===== src/rtl/irq_priority_arbiter.sv =====
// irq_priority_arbiter: shares one CPU interrupt line among NUM_SRC sources (edge-latched pending, mask,
// priority with round-robin tie-break, ack/done handshake), configured over APB. Optional macro IRQ_TIMEOUT_EN.
module irq_priority_arbiter #(
    parameter int NUM_SRC = 8,
    parameter int PRIO_W  = 3,
    parameter int IDW     = $clog2(NUM_SRC),
    parameter int TIMEOUT = 255
) (
    input  logic               pclk,
    input  logic               preset,
    input  logic [4:0]         paddr,
    input  logic [15:0]        pwdata,
    input  logic               pwrite,
    input  logic               penable,
    output logic [15:0]        prdata,
    output logic               pready,
    input  logic [NUM_SRC-1:0] irq_in,
    output logic               irq_valid,
    output logic [IDW-1:0]     irq_id,
    input  logic               irq_ack,
    input  logic               irq_done,
    output logic [3:0]         o_dbg_state
);

    localparam logic [3:0] ST_IDLE  = 4'b0001;
    localparam logic [3:0] ST_ARB   = 4'b0010;
    localparam logic [3:0] ST_GRANT = 4'b0100;
    localparam logic [3:0] ST_WAIT  = 4'b1000;

    logic [3:0]         r_state;
    logic [3:0]         w_state_nxt;
    logic [PRIO_W-1:0]  r_prio [NUM_SRC];
    logic [NUM_SRC-1:0] r_mask;
    logic [NUM_SRC-1:0] r_pend;
    logic [NUM_SRC-1:0] r_irq_d;
    logic [IDW-1:0]     r_rr;
    logic [IDW-1:0]     r_irq_id;
    logic               r_pready;
    logic               r_apb_seen;
    logic [15:0]        r_prdata;

    logic               w_access;
    logic               w_wr;
    logic [15:0]        w_rdata;
    logic [NUM_SRC-1:0] w_pend_clr;
    logic [NUM_SRC-1:0] w_cand;
    logic [IDW-1:0]     w_win_id;
    logic [PRIO_W-1:0]  w_best;
    logic [IDW:0]       w_sum;
    logic [IDW-1:0]     w_idx;
    logic [IDW-1:0]     w_id_inc;
    logic               w_in_service;
    logic               w_load_id;
    logic               w_ack_take;
    logic               w_to_fire;
    logic               w_to_hit;
    logic               w_to_flag;
    logic               w_unused;

    assign w_unused = &{1'b0, pwdata};

    // r_apb_seen blocks a second access until the master drops penable.
    assign w_access = penable & ~r_pready & ~r_apb_seen;
    assign w_wr     = w_access & pwrite;

    always_ff @(posedge pclk) begin
        if (preset) begin
            r_pready   <= 1'b0;
            r_apb_seen <= 1'b0;
            r_prdata   <= '0;
        end else begin
            r_pready   <= w_access;
            r_apb_seen <= penable & (r_apb_seen | w_access);
            r_prdata   <= (w_access && !pwrite) ? w_rdata : '0;
        end
    end

    assign pready = r_pready;
    assign prdata = r_prdata;

    always_ff @(posedge pclk) begin
        for (int i = 0; i < NUM_SRC; i++) begin
            if (preset) begin
                r_prio[i] <= '0;
            end else if (w_wr && paddr == 5'(i)) begin
                r_prio[i] <= pwdata[PRIO_W-1:0];
            end
        end
    end

    always_ff @(posedge pclk) begin
        if (preset) begin
            r_mask <= '0;
        end else if (w_wr && paddr == 5'd16) begin
            r_mask <= pwdata[NUM_SRC-1:0];
        end
    end

    always_comb begin
        w_pend_clr = '0;
        if (w_wr && paddr == 5'd17) begin
            w_pend_clr = pwdata[NUM_SRC-1:0];
        end
        if (w_ack_take) begin
            w_pend_clr[r_irq_id] = 1'b1;
        end
    end

    // A rising edge in the same cycle as a clear keeps the bit set.
    always_ff @(posedge pclk) begin
        if (preset) begin
            r_irq_d <= '0;
            r_pend  <= '0;
        end else begin
            r_irq_d <= irq_in;
            r_pend  <= (r_pend & ~w_pend_clr) | (irq_in & ~r_irq_d);
        end
    end

    always_comb begin
        for (int i = 0; i < NUM_SRC; i++) begin
            w_cand[i] = r_pend[i] & r_mask[i] & (|r_prio[i]);
        end
    end

    // Scan upward from the RR pointer; strict '>' keeps the first source found at the top priority.
    always_comb begin
        w_win_id = '0;
        w_best   = '0;
        w_sum    = '0;
        w_idx    = '0;
        for (int k = 0; k < NUM_SRC; k++) begin
            w_sum = {1'b0, r_rr} + (IDW+1)'(k);
            if (w_sum >= (IDW+1)'(NUM_SRC)) begin
                w_sum = w_sum - (IDW+1)'(NUM_SRC);
            end
            w_idx = w_sum[IDW-1:0];
            if (w_cand[w_idx] && r_prio[w_idx] > w_best) begin
                w_best   = r_prio[w_idx];
                w_win_id = w_idx;
            end
        end
    end

    assign w_id_inc = (r_irq_id == IDW'(NUM_SRC-1)) ? '0 : r_irq_id + IDW'(1);

`ifdef IRQ_TIMEOUT_EN
    localparam int TO_W = (TIMEOUT > 1) ? $clog2(TIMEOUT) : 1;

    logic [TO_W-1:0] r_to_cnt;
    logic            r_to_flag;

    // Held at zero outside GRANT, so every GRANT entry starts a fresh count.
    always_ff @(posedge pclk) begin
        if (preset || r_state != ST_GRANT) begin
            r_to_cnt <= '0;
        end else begin
            r_to_cnt <= r_to_cnt + TO_W'(1);
        end
    end

    always_ff @(posedge pclk) begin
        if (preset) begin
            r_to_flag <= 1'b0;
        end else if (w_to_fire) begin
            r_to_flag <= 1'b1;
        end else if (w_wr && paddr == 5'd18) begin
            r_to_flag <= 1'b0;
        end
    end

    assign w_to_hit  = (r_to_cnt == TO_W'(TIMEOUT-1));
    assign w_to_flag = r_to_flag;
`else
    assign w_to_hit  = 1'b0;
    assign w_to_flag = 1'b0;
`endif

    always_ff @(posedge pclk) begin
        if (preset) begin
            r_state <= ST_IDLE;
        end else begin
            r_state <= w_state_nxt;
        end
    end

    always_comb begin
        w_state_nxt = r_state;
        case (r_state)
            ST_IDLE:  if (|w_cand) w_state_nxt = ST_ARB;
            ST_ARB:   w_state_nxt = (|w_cand) ? ST_GRANT : ST_IDLE;
            ST_GRANT: begin
                if (irq_ack) begin
                    w_state_nxt = ST_WAIT;
                end else if (!w_cand[r_irq_id] || w_to_hit) begin
                    w_state_nxt = ST_IDLE;
                end
            end
            ST_WAIT:  if (irq_done) w_state_nxt = ST_IDLE;
            default:  w_state_nxt = ST_IDLE;
        endcase
    end

    always_comb begin
        irq_valid    = (r_state == ST_GRANT);
        w_in_service = (r_state == ST_WAIT);
        w_load_id    = (r_state == ST_ARB) && (|w_cand);
        w_ack_take   = (r_state == ST_GRANT) && irq_ack;
        w_to_fire    = (r_state == ST_GRANT) && !irq_ack && w_cand[r_irq_id] && w_to_hit;
        o_dbg_state  = r_state;
    end

    always_ff @(posedge pclk) begin
        if (preset) begin
            r_irq_id <= '0;
            r_rr     <= '0;
        end else begin
            if (w_load_id) begin
                r_irq_id <= w_win_id;
            end
            if (w_ack_take || w_to_fire) begin
                r_rr <= w_id_inc;
            end
        end
    end

    assign irq_id = r_irq_id;

    always_comb begin
        w_rdata = '0;
        case (paddr)
            5'd16: w_rdata[NUM_SRC-1:0] = r_mask;
            5'd17: w_rdata[NUM_SRC-1:0] = r_pend;
            5'd18: begin
                w_rdata[15]      = irq_valid;
                w_rdata[14]      = w_in_service;
                w_rdata[13]      = w_to_flag;
                w_rdata[IDW-1:0] = r_irq_id;
            end
            default: begin
                if (paddr < 5'(NUM_SRC)) begin
                    w_rdata[PRIO_W-1:0] = r_prio[paddr[IDW-1:0]];
                end
            end
        endcase
    end

endmodule

===== config.mk =====
export PLATFORM = sky130hd
export DESIGN_NAME = irq_priority_arbiter
export DESIGN_NICKNAME = d
export VERILOG_FILES = /design/src/rtl/irq_priority_arbiter.sv
export SDC_FILE = /design/constraint.sdc
export NUM_CORES = 1
export LEC_CHECK = 0
export ABC_AREA = 1
export CAP_MARGIN = 20
export CELL_PAD_IN_SITES_DETAIL_PLACEMENT = 0
export CELL_PAD_IN_SITES_GLOBAL_PLACEMENT = 1
export CORE_MARGIN = 2
export CORE_UTILIZATION = 44
export DETAILED_ROUTE_END_ITERATION = 6
export GPL_TIMING_DRIVEN = 0
export PLACE_DENSITY = 0.84
export SYNTH_ARGS = -nofsm -noshare
export SYNTH_HDL_FRONTEND = slang
export SYNTH_SLANG_ARGS = --single-unit

===== constraint.sdc =====
create_clock -name pclk -period 19.5 [get_ports pclk]
set_clock_uncertainty 0.05 [all_clocks]
set_input_delay 2.925 -clock pclk [delete_from_list [all_inputs] [get_ports pclk]]
set_output_delay 2.925 -clock pclk [all_outputs]
set_load 0.005 [all_outputs]

==> results of run 1 <==
cell type report:
class	instances	area, sq um	area share
Buffer	30	178	0.0271
Clock buffer	11	264	0.0402
Clock inverter	5	35.0	0.00534
Inverter	121	457	0.0696
Multi-Input combinational cell	626	3270	0.498
Sequential cell	73	1700	0.259
Tap cell	172	215	0.0328
Timing Repair Buffer	44	440	0.0671
worst max path at each step:
| stage | depth (start not counted) | startpoint | slack [ns] | endpoint |
|---|---|---|---|---|
| floorplan | 57 | r_rr[0] | 10.73 | irq_id[0] |
| global placement | 56 | r_rr[1] | 9.46 | irq_id[0] |
| detailed placement | 57 | r_rr[0] | 9.33 | irq_id[1] |
| CTS | 57 | r_rr[0] | 9.28 | irq_id[1] |
| global route | 57 | r_rr[0] | 8.33 | irq_id[1] |
| finish | 57 | r_rr[0] | 9.27 | irq_id[1] |
per-stage QoR:
| step | util | setup slack (ns) | cell area (sq um) | total power [W] |
|---|---|---|---|---|
| after global routing | 0.524 | 8.33 | 6560 | 0.000386 |
| after global placement | 0.500 | 9.46 | 6260 | 0.000212 |
| final | 0.524 | 9.27 | 6560 | 0.000374 |
| after CTS | 0.524 | 9.28 | 6560 | 0.000374 |
| after detailed placement | 0.500 | 9.33 | 6260 | 0.000213 |
| after floorplan | - | 10.73 | 5610 | 0.000194 |
logic make-up (layout without fill, tap and decap cells):
family,after synthesis,after routing
compound gates,197,197
xor+xnor,2,2
fa+ha+maj,17,17
buf+inv,151,211
flops,73,73
mux,6,6
other cells,1,6
simple gates,398,398
metal layers:
metal,up-vias,track usage
li1,2952,-
met1,2692,0.355
met2,213,0.472
met3,29,0.0389
met4,0,0.102
met5,-,0
cell usage after synthesis, types with 7 or more instances:
library cell / n / area (sq um)
sky130_fd_sc_hd__a21oi_1: 37 / 185
sky130_fd_sc_hd__buf_2: 7 / 35.0
sky130_fd_sc_hd__buf_4: 9 / 67.6
sky130_fd_sc_hd__clkbuf_1: 10 / 37.5
sky130_fd_sc_hd__dfxtp_1: 49 / 981
sky130_fd_sc_hd__edfxtp_1: 24 / 721
sky130_fd_sc_hd__ha_1: 17 / 213
sky130_fd_sc_hd__inv_1: 106 / 398
sky130_fd_sc_hd__inv_2: 9 / 33.8
sky130_fd_sc_hd__nand2_1: 190 / 713
sky130_fd_sc_hd__nand3_1: 79 / 395
sky130_fd_sc_hd__nand4_1: 12 / 75.1
sky130_fd_sc_hd__nor2_1: 78 / 293
sky130_fd_sc_hd__nor3_1: 10 / 50.1
sky130_fd_sc_hd__o21a_1: 8 / 60.1
sky130_fd_sc_hd__o21ai_0: 82 / 410
sky130_fd_sc_hd__o21ai_1: 20 / 100
sky130_fd_sc_hd__o221ai_1: 8 / 70.1
worst max-delay path, delay by kind of cell (launching register included):
kind	cells	cell delay [ns]
buffers and inverters	10	1.24
adders and majority gates	8	2.38
DFF	1	0.42
AOI/OAI and AO/OA	17	3.24
and+or+nand+nor	21	2.53
muxes	1	0.21
sequential cells by signal (all words and copies together), names as in the netlist, named ones only:
| signal | cells |
|---|---|
| r_prio | 24 |
| prdata | 10 |
| r_irq_d | 8 |
| r_mask | 8 |
| r_pend | 8 |
| o_dbg_state | 4 |
| irq_id | 3 |
| r_rr | 3 |
| pready | 1 |
| r_apb_seen | 1 |
power by group through the flow:
stage	Combinational (W)	Clock (W)	Sequential [W]
6_report	0.0000422	0.000164	0.000168
5_1_grt	0.0000462	0.000172	0.000168
3_5_place_dp	0.0000416	0	0.000171
2_1_floorplan	0.0000253	0	0.000169
3_3_place_gp	0.0000409	0	0.000171
4_1_cts	0.0000418	0.000164	0.000168
==> summary.md, run 1 <==
| Metric | Value |
|---|---|
| Reg power frac | `0.449` |
| Total inserted antenna cells | `0` |
| Worst slew pin tran | `0.867 ns` |
| Netlist cell types | `51` |
| Slowest-stage cell, CP | `sky130_fd_sc_hd__dfxtp_1` |
| Number of global-route vias before repair | `5,411` |
| Required time of the critical path | `19.65 ns` |
| Setup TNS | `0 ns` |
| RSZ-0062 raised after global routing | `false` |
| Fraction of layout instances using a drive strength above 1 | `0.0824` |
| Relative contribution of the clock network to total power | `0.438` |
| Die Width | `117 microns` |
| Launching element type of the critical path | `register` |
| First-iteration detailed-routing DRC count | `399` |
| Main flop type after synthesis | `sky130_fd_sc_hd__dfxtp_1` |
| Setup bufs post-CTS | `0` |
| Clk root buf | `sky130_fd_sc_hd__clkbuf_16` |
| Result of the run | `finished, final reports clean` |
| CTS Sinks | `73` |
| Hold violation total from the final report | `0` |
| Synth Area per Inst | `6.61 sq um` |
| Pin count of the biggest net entering global routing | `14` |
| Most frequent cells in the layout | `190 x sky130_fd_sc_hd__nand2_1, 106 x sky130_fd_sc_hd__inv_1, 82 x sky130_fd_sc_hd__o21ai_0` |
| Top achievable clock speed | `97.8 MHz` |
| Placement row count | `41` |
| R2R Setup Slk | `9.27 ns` |
| Leakage | `2.83 nW` |
| Share of total power in combinational logic | `0.113` |
| Cts-stage hold buffer count | `0` |
| Mapped Area | `5590 sq um` |
| Top layer in use | `met4` |
| Clk Latency, worst-skew pair | `0.34 ns` |
| Placer congestion estimate | `between 0.9 and 1` |
| Number of buffers created by CTS | `9` |
| Area of the core | `12,500 sq um` |
| Met2 wire len | `approximately 8700 microns` |
| Ratio of routed vias to standard cells | `5.44` |
| Vertical extent of the die | `roughly 120 microns` |
| Number of resized instances in the post-cts repair step | `0` |
| Fraction of registers with async set/reset | `0` |
| Worst R2R Path Depth | `57` |
| Switching power share of the total | `0.260` |
| Final period utilization | `0.525` |
| Total global routing overflow | `0` |
| Kind of end point of the critical path | `register` |
| Area enclosed by the die boundary | `about 14,000 sq um` |
| Filler cell count in the final layout | `1,327` |
| Cell-internal power | `0.000277 W` |
| Layout Cells excl Fill | `1,082` |
| End of the worst register-to-register path | `irq_id[1]` |
| Adder-Cell Fraction of Synth Area | `0.0381` |
| Post-route met1 wirelength | `between 8000 and 9000 microns` |
| Slew margin rel. | `0.418` |
| Share of synthesized cell area in and, or, nand and nor gates | `0.316` |
| Antenna-violating nets left | `0` |
| Xor and xnor area share after synthesis | `0.00985` |
| Initial antenna violation count | `0` |
| Maximum resistive drop on vdd | `0.0000566 V` |
| Worst hold path endpoint | `r_pend[0]` |
| Number of enable-type register cells in the synthesized netlist | `24` |
| Number of nets in the layout | `957` |
| Drt drc | `0` |
| Hold Crit Class | `reg -> reg` |
| Share of synthesized area occupied by flip-flops and latches | `0.305` |
| Wire per inst | `16.9 microns` |
| Routed via count | `between 5,000 and 6,000` |
| Hold-critical path depth | `1` |
| Data arrival at the endpoint of the critical path | `approximately 10 ns` |
| Synthesis-stage register bit count | `73` |
| Start point of the worst hold path | `r_irq_d[0]` |
| Post-route worst hold slack | `0.369 ns` |
| Dominant combinational cell family by area after synthesis | `simple AND/OR/NAND/NOR gates` |
| Source of the worst register-to-register timing path | `r_rr[0]` |
| Final number of max-transition violations | `0` |
| Total routing usage reported by global routing | `0.276` |
| First drt pass iteration count | `5` |
| Number of max-cap violations | `0` |
| Cell total after placement | `1,066` |
| Leading cell type in the layout, fill and taps excluded | `sky130_fd_sc_hd__nand2_1` |
| Sum of net half-perimeters after detailed placement | `between 10,000 and 15,000 microns` |
| Area growth syn-to-layout | `17.4%` |
| Starting utilization of the core area | `0.446` |
| Category of the critical setup timing path | `reg -> reg` |
| Clk slew on worst S/H paths | `0.06 ns` |
| Pwr/cell area | `57.0 nW/um^2` |
| Yosys warns | `0` |
| Time the final worst path needs with I/O delays and setup | `slightly above 10 ns` |
| Number of standard cells after synthesis | `845` |
| Global-route wire length before repair | `28,300 microns` |
| Maximum single-stage delay on the critical path | `0.42 ns` |
| Maximum fanout along the worst path | `10` |
| Input/output buffers | `44` |
| Setup-violating endpoint count in the final report | `0` |
| Clock tree from TritonCTS | `done` |
| Multiplexer area fraction after synthesis | `0.0107` |
| Io pins | `60` |
| Switching power | `0.0000972 W` |
| Wirelength, routed | `18,200 microns` |
| Buffers from clock root to sink, at most | `2` |
| Routed wl met3 | `865 microns` |
| Complex-gate fraction of the synthesized area | `0.206` |
| Number of H-tree levels | `3` |
(Power assumes the default switching activity.)
==> inputs of run 2 (changes only) <==
- CORE_UTILIZATION: 44 -> 37
- PLACE_DENSITY: 0.84 -> 0.75
- clock period: 19.5 -> 9 ns (I/O delays scaled with it)
==> summary.md, run 2 (synthesis gave the netlist of run 1 again) <==
| Metric | Value |
|---|---|
| Result of the run | `finished, final reports clean` |
| Pwr/cell area | `116 nW/um^2 (+100%)` |
| Category of the critical setup timing path | `reg -> reg` |
| First drt pass iteration count | `5 (unchanged)` |
| Global-route wire length before repair | `29,900 microns (+5.9%)` |
| Post-Place Worst Slack | `-1.17 ns (-10.50 ns)` |
| Final number of max-transition violations | `0 (unchanged)` |
| Launching element type of the critical path | `register` |
| Hold-critical path depth | `1 (unchanged)` |
| Maximum fanout along the worst path | `8 (-2)` |
| Slew margin rel. | `0.445 (+0.0274)` |
| Reg with most FFs | `r_prio` |
| Placer congestion estimate | `0.947 (-0.84%)` |
| Total global routing overflow | `0 (unchanged)` |
| Wirelength, routed | `19,500 microns (+7.1%)` |
| Total inserted antenna cells | `0 (unchanged)` |
| Most frequent cells in the layout | `182 x sky130_fd_sc_hd__nand2_1, 102 x sky130_fd_sc_hd__inv_1, 78 x sky130_fd_sc_hd__nand3_1` |
| Initial antenna violation count | `0 (unchanged)` |
| Capture point of the worst path | `irq_id[0]` |
| Area growth syn-to-layout | `27.1%` |
| Buffers from clock root to sink, at most | `2 (unchanged)` |
| Total routing usage reported by global routing | `0.237 (-0.0387)` |
| End of the worst register-to-register path | `irq_id[0]` |
| Die Width | `127 microns (+8.7%)` |
| Routed via count | `6,130 (+4.1%)` |
| Data arrival at the endpoint of the critical path | `8.75 ns (-1.63 ns)` |
| Leading cell type in the layout, fill and taps excluded | `sky130_fd_sc_hd__nand2_1` |
| Final period utilization | `0.948 (+0.424)` |
| Top achievable clock speed | `117 MHz (+20%)` |
| Cell total after placement | `1,078 (+1.1%)` |
| Fraction of layout instances using a drive strength above 1 | `0.159 (+0.0768)` |
| Required time of the critical path | `9.22 ns (-10.43 ns)` |
| Clock tree from TritonCTS | `done` |
| Filler cell count in the final layout | `1,473 (+11%)` |
| RSZ-0062 raised after global routing | `true` |
| Number of H-tree levels | `3 (unchanged)` |
| CP startpoint | `r_rr[0]` |
| Area enclosed by the die boundary | `16,100 sq um (+18%)` |
| Io pins | `60 (unchanged)` |
| Clk Latency, worst-skew pair | `0.34 ns (about the same)` |
| Worst R2R Path Depth | `61 (+7.0%)` |
| Number of nets in the layout | `989 (+3.3%)` |
| Drt drc | `0 (unchanged)` |
| Clk slew on worst S/H paths | `0.06 ns (about the same)` |
| Vertical extent of the die | `127 microns (+8.7%)` |
| Cts-stage hold buffer count | `0 (unchanged)` |
| Number of max-cap violations | `0 (unchanged)` |
| Area of the core | `14,600 sq um (+17%)` |
| Antenna-violating nets left | `0 (unchanged)` |
| Number of global-route vias before repair | `5,676 (+4.9%)` |
| Hold Crit Class | `reg -> reg` |
| Clk root buf | `sky130_fd_sc_hd__clkbuf_16` |
| Maximum resistive drop on vdd | `0.000107 V (+89%)` |
| R2R Setup Slk | `0.47 ns (-8.80 ns)` |
| Input/output buffers | `44 (unchanged)` |
| Most used cell, CP | `sky130_fd_sc_hd__nand2_2` |
| Layout Cells excl Fill | `1,126 (+4.1%)` |
| Slowest-stage cell, CP | `sky130_fd_sc_hd__dfxtp_4` |
| Flip-flop count of the largest register after layout | `24 (unchanged)` |
| Setup-violating endpoint count in the final report | `0 (unchanged)` |
| Final setup slack of the worst path | `0.467 ns (-8.80 ns)` |
| Hold violation total from the final report | `0 (unchanged)` |
| First-iteration detailed-routing DRC count | `497 (+25%)` |
| Number of buffers created by CTS | `9 (unchanged)` |
| CTS Sinks | `73 (unchanged)` |
| Time the final worst path needs with I/O delays and setup | `8.53 ns (-1.70 ns)` |
| Post-route worst hold slack | `0.366 ns (-0.00366 ns)` |
| Wire per inst | `17.3 microns (+2.9%)` |
| Ratio of routed vias to standard cells | `5.44 (about the same)` |
| Starting utilization of the core area | `0.382 (-0.0648)` |
| Source of the worst register-to-register timing path | `r_rr[0]` |
| Worst slew pin tran | `0.826 ns (-0.0408 ns)` |
| Placement row count | `44 (+7.3%)` |
| Leakage | `3.03 nW (+7.0%)` |
| Maximum single-stage delay on the critical path | `0.39 ns (-0.03 ns)` |
| Kind of end point of the critical path | `register` |
| Pin count of the biggest net entering global routing | `14 (unchanged)` |
| Sum of net half-perimeters after detailed placement | `15,400 microns (+4.1%)` |
==> run 2: power by group <==
part           internal (W)  switching, W  leakage, nW
clock              0.000214      0.000144        0.146
combinational     0.0000406     0.0000595         2.23
sequential         0.000351     0.0000116        0.649
total              0.000606      0.000215         3.03
==> run 2: metrics by stage <==
stage	cell area [sq um]	power (W)	utilization	setup TNS, ns
6_report	7100	0.000822	0.485	0
2_1_floorplan	5610	0.000421	-	0
5_1_grt	7100	0.000850	0.485	-0.309
3_3_place_gp	6280	0.000460	0.429	-2.58
3_5_place_dp	6280	0.000462	0.429	-3.48
4_1_cts	6650	0.000819	0.454	0
==> run 2: worst min-delay path by stage <==
| stage | slack, ns | from | to |
|---|---|---|---|
| after global placement | 0.35 | r_irq_d[3] | r_pend[3] |
| after global routing | 0.38 | r_irq_d[1] | r_pend[1] |
| final | 0.37 | r_irq_d[1] | r_pend[1] |
| after CTS | 0.37 | r_irq_d[3] | r_pend[3] |
| after floorplan | 0.35 | r_irq_d[7] | r_pend[7] |
| after detailed placement | 0.36 | r_irq_d[7] | r_pend[7] |
==> run 2: critical path, delay by kind of cell (launching register included) <==
| kind | cells | cell delay [ns] |
|---|---|---|
| AO/OA/AOI/OAI | 17 | 2.00 |
| adder cells (fa/ha/maj) | 8 | 2.18 |
| buffers and inverters | 9 | 0.74 |
| flip-flops | 1 | 0.39 |
| multiplexers | 1 | 0.23 |
| AND/OR/NAND/NOR | 26 | 2.83 |
==> run 2: cell type report <==
type | count | area [sq um] | area share
Timing Repair Buffer | 76 | 684 | 0.0964
Tap cell | 184 | 230 | 0.0324
Inverter | 121 | 474 | 0.0668
Clock inverter | 7 | 67.6 | 0.00951
Buffer | 30 | 216 | 0.0305
Sequential cell | 73 | 1710 | 0.241
Multi-Input combinational cell | 626 | 3490 | 0.492
Clock buffer | 9 | 225 | 0.0317
==> run 2: timing repair <==
action,in CTS,in global routing
pin swaps,4,41
buffers inserted,3,29
endpoints found under the setup margin,3,3
endpoints found under the hold margin,0,0
gates resized for setup,29,59
==> run 2: per-layer routing <==
metal	up-vias	GRT usage	share of wire
met4	0	0.0860	0.026
met5	-	0	0
met1	2880	0.301	0.43
li1	3016	-	-
met3	31	0.0245	0.050
met2	203	0.417	0.49
==> inputs of run 3 (changes only) <==
- RECOVER_POWER: unset -> 100
==> summary.md, run 3 (synthesis gave the netlist of run 1 again) <==
| Metric | Value |
|---|---|
| Result of the run | `finished, final reports clean` |
| Pwr/cell area | `116 nW/um^2 (about the same)` |
| Antenna-violating nets left | `0 (unchanged)` |
| Number of buffers created by CTS | `9 (unchanged)` |
| Reg with most FFs | `r_prio` |
| Clk slew on worst S/H paths | `0.06 ns (about the same)` |
| Post-route design area | `7100 sq um (unchanged)` |
| Maximum fanout along the worst path | `8 (unchanged)` |
| Fraction of layout instances using a drive strength above 1 | `0.159 (unchanged)` |
| Setup TNS | `0 ns (unchanged)` |
| Layout Cells excl Fill | `1,126 (unchanged)` |
| Flip-flop count of the largest register after layout | `24 (unchanged)` |
| Post-Place Worst Slack | `-1.17 ns (unchanged)` |
| Area of the core | `14,600 sq um (unchanged)` |
| Data arrival at the endpoint of the critical path | `8.76 ns (about the same)` |
| Number of nets in the layout | `989 (unchanged)` |
| Clk Latency, worst-skew pair | `0.34 ns (about the same)` |
| Die Width | `127 microns (unchanged)` |
| Dpl cell area | `6280 sq um (unchanged)` |
| Global-route wire length before repair | `29,900 microns (unchanged)` |
| Maximum resistive drop on vdd | `0.000107 V (about the same)` |
| Wire per inst | `17.4 microns (about the same)` |
| Required time of the critical path | `9.22 ns (about the same)` |
| Cell total after placement | `1,078 (unchanged)` |
| Leakage | `3.09 nW (+2.0%)` |
| Start point of the worst hold path | `r_irq_d[1]` |
| Placement row count | `44 (unchanged)` |
| Hold Crit Class | `reg -> reg` |
| CTS Sinks | `73 (unchanged)` |
| Buffers from clock root to sink, at most | `2 (unchanged)` |
| First drt pass iteration count | `5 (unchanged)` |
| Slowest-stage cell, CP | `sky130_fd_sc_hd__dfxtp_4` |
| Area growth syn-to-layout | `27.1% (unchanged)` |
| Most frequent cells in the layout | `182 x sky130_fd_sc_hd__nand2_1, 102 x sky130_fd_sc_hd__inv_1, 78 x sky130_fd_sc_hd__nand3_1` |
| Most used cell, CP | `sky130_fd_sc_hd__nand2_2` |
| Hold-critical path depth | `1 (unchanged)` |
| Ratio of routed vias to standard cells | `5.45 (about the same)` |
| Drt drc | `0 (unchanged)` |
| Area enclosed by the die boundary | `16,100 sq um (unchanged)` |
| Maximum single-stage delay on the critical path | `0.39 ns (about the same)` |
| Io pins | `60 (unchanged)` |
| Time the final worst path needs with I/O delays and setup | `8.54 ns (+0.00740 ns)` |
| Launching element type of the critical path | `register` |
| Slew margin rel. | `0.446 (+0.00128)` |
| Clock tree from TritonCTS | `done` |
| Kind of end point of the critical path | `register` |
| Category of the critical setup timing path | `reg -> reg` |
| End of the worst register-to-register path | `irq_id[0]` |
| Number of max-cap violations | `0 (unchanged)` |
| Vertical extent of the die | `127 microns (unchanged)` |
| Total routing usage reported by global routing | `0.237 (unchanged)` |
| Final period utilization | `0.949 (about the same)` |
| Wirelength, routed | `19,500 microns (about the same)` |
| Sum of net half-perimeters after detailed placement | `15,400 microns (unchanged)` |
| Total power consumption of the routed design | `0.000821 W (about the same)` |
| Clk root buf | `sky130_fd_sc_hd__clkbuf_16` |
| Worst R2R Path Depth | `61 (unchanged)` |
| Number of global-route vias before repair | `5,676 (unchanged)` |
| First-iteration detailed-routing DRC count | `497 (unchanged)` |
| Setup-violating endpoint count in the final report | `0 (unchanged)` |
| RSZ-0062 raised after global routing | `true` |
| Top achievable clock speed | `117 MHz (about the same)` |
| Input/output buffers | `44 (unchanged)` |
| Final setup slack of the worst path | `0.460 ns (-0.00740 ns)` |
| Number of H-tree levels | `3 (unchanged)` |
| Hold violation total from the final report | `0 (unchanged)` |
| Total global routing overflow | `0 (unchanged)` |
| Leading cell type in the layout, fill and taps excluded | `sky130_fd_sc_hd__nand2_1` |
| R2R Setup Slk | `0.46 ns (about the same)` |
| Starting utilization of the core area | `0.382 (unchanged)` |
| Total inserted antenna cells | `0 (unchanged)` |
| Final number of max-transition violations | `0 (unchanged)` |
| Pin count of the biggest net entering global routing | `14 (unchanged)` |
| Worst slew pin tran | `0.824 ns (-0.00191 ns)` |
| Source of the worst register-to-register timing path | `r_rr[0]` |
| Worst hold path endpoint | `r_pend[1]` |
| Routed via count | `6,132 (+0.033%)` |
| Initial antenna violation count | `0 (unchanged)` |
| Placer congestion estimate | `0.947 (unchanged)` |
[run 3: cell types whose count changed in the layout (fill, tap and decap cells not counted), sizes merged]
cell           delta
clkdlybuf4s50    -22
dlygate4sd3      +22
[run 3: per-stage QoR]
| stage | hold WS, ns | util |
|---|---|---|
| after global routing | 0.381 | 0.485 |
| final | 0.366 | 0.485 |
| after CTS | 0.371 | 0.454 |
| after detailed placement | 0.362 | 0.429 |
| after floorplan | 0.348 | - |
| after global placement | 0.355 | 0.429 |
[run 3: layout make-up]
| type | instances | area (sq um) |
|---|---|---|
| Fill cell | 1473 | 7540 |
| Multi-Input combinational cell | 626 | 3490 |
| Sequential cell | 73 | 1710 |
| Timing Repair Buffer | 76 | 684 |
| Inverter | 121 | 474 |
| Tap cell | 184 | 230 |
| Clock buffer | 9 | 225 |
| Buffer | 30 | 216 |
| Clock inverter | 7 | 67.6 |
[run 3: where the power goes]
part	internal (W)	leakage, nW	total (W)	switching (W)
logic	0.0000396	2.29	0.0000991	0.0000595
clock network	0.000214	0.146	0.000359	0.000145
registers	0.000351	0.649	0.000363	0.0000114
total	0.000605	3.09	0.000821	0.000216
[run 3: timing repair]
item | in CTS | in global routing
resized for setup | 29 | 59
pin swaps | 4 | 41
hold buffers | 0 | 0
setup buffers | 3 | 29
endpoints found under the setup margin | 3 | 3
[run 3: routing by layer]
metal	track usage	vias up	wire [microns]
met5	0	-	0
met4	0.0860	0	505
met3	0.0245	31	991
met2	0.417	203	9600
met1	0.301	2881	8440
li1	-	3017	-
[run 3: worst max-delay path by stage]
stage | start | to | slack, ns | depth (start not counted)
4_1_cts | r_rr[0] | irq_id[0] | 0.01 | 61
2_1_floorplan | r_rr[0] | irq_id[0] | 0.23 | 57
3_3_place_gp | r_rr[0] | irq_id[0] | -0.88 | 57
5_1_grt | r_rr[0] | irq_id[0] | -0.12 | 61
6_report | r_rr[0] | irq_id[0] | 0.46 | 61
3_5_place_dp | r_rr[0] | irq_id[0] | -1.17 | 57
[run 3: worst max-delay path, delay by kind of cell (launching register included)]
family | cells | cell delay, ns
DFF | 1 | 0.39
adders and majority gates | 8 | 2.18
and+or+nand+nor | 26 | 2.83
AOI/OAI and AO/OA | 17 | 2.02
buffers and inverters | 9 | 0.75
muxes | 1 | 0.23
==> RTL change, RTL diff (settings of run 2) <==
Add an input register stage for `irq_in`, `irq_ack` and `irq_done`, without a reset; this delays them by one clock. The other inputs are not delayed to match.
--- a/src/rtl/irq_priority_arbiter.sv
+++ b/src/rtl/irq_priority_arbiter.sv
@@ -28,4 +28,14 @@
     localparam logic [3:0] ST_WAIT  = 4'b1000;
 
+    logic [NUM_SRC-1:0] irq_q;
+    logic irq_ack_q;
+    logic irq_done_q;
+
+    always_ff @(posedge pclk) begin
+        irq_q      <= irq_in;
+        irq_ack_q  <= irq_ack;
+        irq_done_q <= irq_done;
+    end
+
     logic [3:0]         r_state;
     logic [3:0]         w_state_nxt;
@@ -113,6 +123,6 @@
             r_pend  <= '0;
         end else begin
-            r_irq_d <= irq_in;
-            r_pend  <= (r_pend & ~w_pend_clr) | (irq_in & ~r_irq_d);
+            r_irq_d <= irq_q;
+            r_pend  <= (r_pend & ~w_pend_clr) | (irq_q & ~r_irq_d);
         end
     end
@@ -191,5 +201,5 @@
             ST_ARB:   w_state_nxt = (|w_cand) ? ST_GRANT : ST_IDLE;
             ST_GRANT: begin
-                if (irq_ack) begin
+                if (irq_ack_q) begin
                     w_state_nxt = ST_WAIT;
                 end else if (!w_cand[r_irq_id] || w_to_hit) begin
@@ -197,5 +207,5 @@
                 end
             end
-            ST_WAIT:  if (irq_done) w_state_nxt = ST_IDLE;
+            ST_WAIT:  if (irq_done_q) w_state_nxt = ST_IDLE;
             default:  w_state_nxt = ST_IDLE;
         endcase
@@ -206,6 +216,6 @@
         w_in_service = (r_state == ST_WAIT);
         w_load_id    = (r_state == ST_ARB) && (|w_cand);
-        w_ack_take   = (r_state == ST_GRANT) && irq_ack;
-        w_to_fire    = (r_state == ST_GRANT) && !irq_ack && w_cand[r_irq_id] && w_to_hit;
+        w_ack_take   = (r_state == ST_GRANT) && irq_ack_q;
+        w_to_fire    = (r_state == ST_GRANT) && !irq_ack_q && w_cand[r_irq_id] && w_to_hit;
         o_dbg_state  = r_state;
     end
Function: changed (Yosys sat finds a counterexample within 4 cycles, from zero or initial values and one cycle with preset high).
==> RTL change against run 2 <==
- routed wire length down 3.5%
- cell count down 0.27%
- utilization down 1.2 points
- sequential share of layout area up 2.4 points
- design area up 1.2%
- critical path depth down 3
- via count down 3.3%
- area after synthesis up 3.1%
- setup slack better by 0.089 ns
- sequential cell count up 10
Power is not compared: it rests on default switching activity, and its combinational part moved more than twofold at a synthesized area within 25%.
==> RTL change: results (changes against run 2) <==
Status
  – Outcome: completed (unchanged)

STA
  – Hold WS: 0.3624 ns (was 0.3657 ns)
  – Fmax: 118.4 MHz (was 117.2 MHz)

Global route
  – Met3 usage: 2.370% (was 2.446%)
  – First-pass GRT wire length: 29090 um (was 29940 um)
  – GRT Total Usage: 22.74% (was 23.71%)
  – Vias in the first global route: 5409 (was 5676)

Critical path
  – Data arrival time of the worst path: 8.60 ns (was 8.75 ns)
  – Worst reg2reg setup slack: 0.56 ns (was 0.47 ns)
  – End of the critical path: irq_id[2]$_SDFFE_PP0P_ (was irq_id[0]$_SDFFE_PP0P_)
  – Family with the most delay on the worst path: compound AO/OA/AOI/OAI gates (was simple AND/OR/NAND/NOR gates)
  – CP peak stage delay: 0.33 ns (was 0.39 ns)

Cells and area
  – Buffers excl. clock: 101 (was 106)
  – CLK BUF: 10 (was 9)
  – Proportion of cell area spent on the clock network: 4.315% (was 4.122%)
  – Share of cells above drive strength 1: 14.33% (was 15.92%)
  – Non-clock buffer share: 11.95% (was 12.68%)
  – Multi-input combinational area share: 47.89% (was 49.20%)
  – Sequential share of cell area: 26.47% (was 24.08%)
  – Register Area: 1903 um2 (was 1710 um2)
  – Cell Count, Final, Fillers Out: 1123 (was 1126)

Place
  – Hpwl dp: 14840 um (was 15450 um)
  – Dpl ws: -1.096 ns (was -1.174 ns)

Yosys
  – Seq/Total Area, Yosys: 33.02% (was 30.45%)
  – Ranking of synthesized cells by area: dfxtp_1 (21%), edfxtp_1 (13%), nand2_1 (12%) (was dfxtp_1 (18%), edfxtp_1 (13%), nand2_1 (13%))
  – Synth unique cells: 54 (was 51)

Detailed routing
  – Drt pass-1 iters: 6 (was 5)
  – Via-to-Cell Ratio: 5.280 (was 5.444)
  – Iteration-0 DRC Markers: 398 (was 497)

Min path
  – Hold path startpoint: r_irq_d[4]$_SDFF_PP0_ (was r_irq_d[1]$_SDFF_PP0_)

Clocking
  – Post_cts resized: 16 (was 29)
  – Setup bufs post-CTS: 1 (was 3)
## RTL change: cell types whose count changed in the layout (fill, tap and decap cells not counted), sizes merged, moves of 6 or more
cell and delta:
buf -6, dfxtp +10, inv -10, nand2 -8, o21a -6, o21ai +10
## RTL change: cell families after synthesis
| group | count (synthesis) | synth area share, % |
|---|---|---|
| AO/OA/AOI/OAI | 206 | 20.73 |
| XOR/XNOR | 2 | 0.7605 |
| adder cells (fa/ha/maj) | 17 | 3.693 |
| buffers and inverters | 143 | 10.80 |
| flip-flops | 83 | 33.02 |
| multiplexers | 4 | 0.6952 |
| other | 1 | 0.06511 |
| AND/OR/NAND/NOR | 389 | 30.24 |
## RTL change: power by group through the flow
stage	Clock, uW	Combinational (uW)	Sequential, uW
2_1_floorplan	0	207	425
3_3_place_gp	0	295	430
3_5_place_dp	0	295	430
4_1_cts	384	303	422
5_1_grt	399	377	425
6_report	379	337	422
